`src/rtl/set_cmd_dispatch.sv`:
```
// Command FIFO and job sequencer in front of the set-counter stage: queues
// commands, issues one job at a time, and returns one tagged result per job.
module set_cmd_dispatch #(
  parameter int DEPTH   = 4,
  parameter int TIMEOUT = 100
) (
  input  logic                     clk,
  input  logic                     rst,
  input  logic                     cmd_valid,
  output logic                     cmd_ready,
  input  logic [23:0]              cmd_central,
  input  logic [11:0]              cmd_radius,
  input  logic [1:0]               cmd_mode,
  input  logic [3:0]               cmd_tag,
  output logic                     set_en,
  output logic [23:0]              set_central,
  output logic [11:0]              set_radius,
  output logic [1:0]               set_mode,
  input  logic                     set_busy,
  input  logic                     set_valid,
  input  logic [7:0]               set_candidate,
  output logic                     res_valid,
  input  logic                     res_ready,
  output logic [3:0]               res_tag,
  output logic [7:0]               res_count,
  output logic                     res_err,
  output logic [$clog2(DEPTH):0]   fifo_level
);

  localparam int AW = $clog2(DEPTH);
  localparam int LW = AW + 1;
  localparam int EW = 24 + 12 + 2 + 4;

  typedef enum logic [1:0] {S_IDLE, S_ISSUE, S_WAIT, S_RESP} state_t;

  state_t          r_state;
  state_t          w_next;
  logic [EW-1:0]   r_mem [DEPTH];
  logic [AW-1:0]   r_wr_ptr;
  logic [AW-1:0]   r_rd_ptr;
  logic [LW-1:0]   r_level;
  logic [7:0]      r_tmo;
  logic [3:0]      r_tag;
  logic [23:0]     r_set_central;
  logic [11:0]     r_set_radius;
  logic [1:0]      r_set_mode;
  logic            r_res_valid;
  logic [3:0]      r_res_tag;
  logic [7:0]      r_res_count;
  logic            r_res_err;

  logic            w_cmd_ready;
  logic            w_push;
  logic            w_pop;
  logic            w_tmo_hit;
  logic [EW-1:0]   w_head;

  // cmd_ready depends only on registered occupancy and rst, never on cmd_valid
  assign w_cmd_ready = (r_level < LW'(DEPTH)) && !rst;
  assign w_push      = cmd_valid && w_cmd_ready;
  assign w_head      = r_mem[r_rd_ptr];
  // r_tmo counts completed WAIT cycles; this is the cycle it would reach TIMEOUT
  assign w_tmo_hit   = (r_tmo == 8'(TIMEOUT - 1));

  always_comb begin
    w_next = r_state;
    w_pop  = 1'b0;
    case (r_state)
      S_IDLE: begin
        if ((r_level != '0) && !set_busy && !r_res_valid) begin
          w_pop  = 1'b1;
          w_next = S_ISSUE;
        end
      end
      S_ISSUE: w_next = S_WAIT;
      S_WAIT: begin
        if (set_valid || w_tmo_hit) begin
          w_next = S_RESP;
        end
      end
      S_RESP:  w_next = S_IDLE;
      default: w_next = S_IDLE;
    endcase
  end

  always_ff @(posedge clk) begin
    if (rst) begin
      r_state <= S_IDLE;
    end else begin
      r_state <= w_next;
    end
  end

  // FIFO storage and pointers
  always_ff @(posedge clk) begin
    if (w_push) begin
      r_mem[r_wr_ptr] <= {cmd_central, cmd_radius, cmd_mode, cmd_tag};
    end
  end

  always_ff @(posedge clk) begin
    if (rst) begin
      r_wr_ptr <= '0;
      r_rd_ptr <= '0;
      r_level  <= '0;
    end else begin
      if (w_push) r_wr_ptr <= r_wr_ptr + AW'(1);
      if (w_pop)  r_rd_ptr <= r_rd_ptr + AW'(1);
      case ({w_push, w_pop})
        2'b10:   r_level <= r_level + LW'(1);
        2'b01:   r_level <= r_level - LW'(1);
        default: r_level <= r_level;
      endcase
    end
  end

  // Job issue, wait/timeout and result holding
  always_ff @(posedge clk) begin
    if (rst) begin
      r_set_central <= '0;
      r_set_radius  <= '0;
      r_set_mode    <= '0;
      r_tag         <= '0;
      r_tmo         <= '0;
      r_res_valid   <= 1'b0;
      r_res_tag     <= '0;
      r_res_count   <= '0;
      r_res_err     <= 1'b0;
    end else begin
      if (w_pop) begin
        r_set_central <= w_head[41:18];
        r_set_radius  <= w_head[17:6];
        r_set_mode    <= w_head[5:4];
        r_tag         <= w_head[3:0];
      end
      if (r_state == S_ISSUE) begin
        r_tmo <= '0;
      end else if (r_state == S_WAIT) begin
        r_tmo <= r_tmo + 8'd1;
      end
      // set_valid takes priority over a coincident timeout
      if (r_state == S_WAIT) begin
        if (set_valid) begin
          r_res_count <= set_candidate;
          r_res_err   <= 1'b0;
        end else if (w_tmo_hit) begin
          r_res_count <= 8'hFF;
          r_res_err   <= 1'b1;
        end
      end
      if (r_state == S_RESP) begin
        r_res_valid <= 1'b1;
        r_res_tag   <= r_tag;
      end else if (r_res_valid && res_ready) begin
        r_res_valid <= 1'b0;
      end
    end
  end

  assign cmd_ready   = w_cmd_ready;
  assign set_en      = (r_state == S_ISSUE);
  assign set_central = r_set_central;
  assign set_radius  = r_set_radius;
  assign set_mode    = r_set_mode;
  assign res_valid   = r_res_valid;
  assign res_tag     = r_res_tag;
  assign res_count   = r_res_count;
  assign res_err     = r_res_err;
  assign fifo_level  = r_level;

endmodule
```
`config.mk`:
```
export PLATFORM = sky130hd
export DESIGN_NAME = set_cmd_dispatch
export DESIGN_NICKNAME = d
export VERILOG_FILES = /design/src/rtl/set_cmd_dispatch.sv
export SDC_FILE = /design/constraint.sdc
export NUM_CORES = 1
export LEC_CHECK = 0
export ABC_CLOCK_PERIOD_IN_PS = 6230
export BUFFER_PORTS_ARGS = -buffer_cell sky130_fd_sc_hd__buf_2
export CORE_ASPECT_RATIO = 1.4
export CORE_UTILIZATION = 46
export DETAILED_ROUTE_END_ITERATION = 8
export GPL_TIMING_DRIVEN = 0
export PLACE_DENSITY = 0.69
export REMOVE_ABC_BUFFERS = 1
export SYNTH_ARGS = -nofsm -noshare
export SYNTH_HDL_FRONTEND = slang
export SYNTH_SLANG_ARGS = --single-unit
```
`constraint.sdc`:
```
create_clock -name clk -period 6.23 [get_ports clk]
set_input_delay 0.3115 -clock clk [delete_from_list [all_inputs] [get_ports clk]]
set_output_delay 0.3115 -clock clk [all_outputs]
set_load 0.05 [all_outputs]
```
==> out/qor.txt <==
Routed wire per std cell - 18.13 um
clk_skew - 15.11 ps
Die Footprint - 0.02010 mm2
first-pass GRT wire length - 27210 um
maximum clock insertion buffer count - 3
die height - 167.4 um
P_leak - 0.003730 uW
met3 usage - 2.623%
max-slew violation total from the final report - 0
crit end category - flop
Total Nets Final - 745
gpl congestion - 0.7433
Seq cells post-synth - 241
total wire length - 17120 um
fraction of registers with async set/reset - 0%
RSZ-0062 raised after global routing - no
Post-synth EDFFs - 168
share of post-route cells with drive strength above 1 - 28.74%
met1 usage - 20.96%
final critical-path share of the clock period - 59.06%
Synth cell types - 36
largest net degree at the start of global routing - 70
Slew Limit Headroom - 35.85%
Die X - 120.1 um
Final Critical Period - 3679 ps
Post-CTS Resized - 0
post-synth top area share - 56.15%
Post-Route Setup TNS - 0 ps
top cells by count, synth - 168 x edfxtp_1, 89 x nand2_1, 73 x dfxtp_1, 51 x a21oi_1
Max FO, Critical Path - 46
Yosys top cell by area - edfxtp_1
H-tree levels - 1
largest cells by area after synthesis - edfxtp_1 56%, dfxtp_1 16%, mux4_2 9.3%
ys flop type - edfxtp_1
Setup crit start kind - flop
setup violation total in the final timing report - 0
Finished Layout Cells - 944
Remaining DRCs - 0
VDD IR-drop max - 0.2287 mV
post-placement cell count - 900
TritonCTS Buffers - 24
required time worst endpoint - 6660 ps
setup bufs post-CTS - 0
Fmax - 271.8 MHz
antenna cells - 0
# rows - 60
Initial Utilization - 46.93%
vias in the first global route - 5153
Power Density - 407.6 mW/mm2
Detail Route Antenna Nets - 0
TritonCTS clock tree - built
input/output buffers - 112
I/O pin count - 113
Syn-to-layout area delta - 17.52%
count leader, synth - edfxtp_1
Critical Path AT - 4110 ps
Synth Warn # - 0
GRT Total Usage - 17.59%
mean post-synth cell area - 15.96 um2
clk sinks - 241
area of the core - 0.01914 mm2
DR vias - 4931
initial antenna violation count - 0
CTS Root Buffer Type - clkbuf_16
Worst-path clk slew - 60 ps
status - completed
Layout fillers - 1504
Hold Fails Final Rpt - 0
initial DRC count - 258
busiest grt layer - met2
Hold Crit Class - in -> reg
hpwl dp - 9981 um
Post-Synthesis Cells - 563
Mapped Area - 0.008985 mm2
max cap viols - 0
routed vias/inst - 5.224
Seq/Total Area, Yosys - 72.41%
cts hold-fix bufs - 0
DRT Pass-1 Iters - 4
total grt overflow - 0
crit path kind - reg -> reg
Least-Margin Pin Slew - 960.9 ps
Clock Latency Late Sink - 510 ps
met2 Use GR - 31.96%
fin util - 55.16%
-- worst paths after layout --
check | to | cells after the start | from | slack [ps]
min | r_mem[0][18] | 1 | cmd_central[0] | 20
max | fifo_level[2] | 10 | r_state[0] | 2550
min reg2reg | set_central[19] | 2 | set_central[19] | 450
max reg2reg | fifo_level[2] | 10 | r_state[0] | 2550
-- sequential cells by signal, indices dropped and copies added (netlist names) --
name and flops:
fifo_level 3, r_mem 168, r_rd_ptr 2, r_state 2, r_tag 4, r_tmo 8, r_wr_ptr 2, res_count 8
res_err 1, res_tag 4, res_valid 1, set_central 24, set_mode 2, set_radius 12
-- per-layer routing --
layer | part of all wire (%) | wire length (um)
met1 | 40 | 6880
met2 | 53 | 9083
met3 | 4.4 | 760
met4 | 2.3 | 392
met5 | 0 | 0
-- placed cells by master, fill, tap and decap left out, types with 2 or more instances in the layout --
cell / n
edfxtp_1: 168
buf_2: 111
nand2_1: 89
dfxtp_1: 71
a21oi_1: 51
nor2_1: 37
mux4_2: 37
clkbuf_16: 25
o21a_1: 10
ha_1: 10
inv_1: 9
mux2i_1: 6
clkbuf_1: 6
buf_12: 6
xor2_1: 5
mux4_1: 5
clkinv_2: 5
and3_2: 4
xnor2_1: 4
o21ai_0: 3
or3_1: 3
nand2b_1: 3
clkinv_1: 3
nor3_1: 2
nand4_1: 2
nand3_1: 2
clkinvlp_4: 2
bufinv_16: 2
-- layout make-up --
cell class              instances  area [um2]  area share (%)
well taps                     248       310.3           2.939
clock buffers                  32       661.9           6.269
repair buffers                118       683.2           6.470
multi-input cells             283        2243           21.25
clock inverters                12       111.4           1.055
inverters                      10       37.54          0.3555
flip-flops and latches        241        6511           61.67
-- power by group --
part	internal [uW]	switching, uW	total (uW)
logic	337	606	943
clock network	829	575	1400
registers	1850	102	1960
-- critical path, cell delays in order, from the launching register on --
cell and delay (ps):
dfxtp_1 350, inv_1 100, ha_1 250, nand3b_4 530, inv_2 960, ha_1 330
inv_1 60, fa_1 370, xor2_1 170, or3_1 310, a21oi_1 140
-- cells by family after synthesis --
| kind of cell | count (synthesis) | share of synthesized area (%) |
|---|---|---|
| AOI/OAI and AO/OA | 67 | 4.122 |
| xor gates and xnor gates | 9 | 0.8773 |
| adders and majority gates | 11 | 1.615 |
| buffers and inverters | 39 | 2.674 |
| DFF | 241 | 72.41 |
| muxes | 48 | 11.41 |
| and+or+nand+nor | 148 | 6.893 |
-- metrics by stage --
step	instance area [um2]	total power, uW	setup WS, ps	hold WS (ps)
2_1_floorplan	8782	2678	3228	380.6
3_3_place_gp	9653	2916	2512	439.7
3_5_place_dp	9783	2948	2509	444.0
4_1_cts	10560	4351	2497	2.647
5_1_grt	10560	4492	2270	1.675
6_report	10560	4304	2551	15.35
Note: power is estimated with default switching activity, not from simulation.
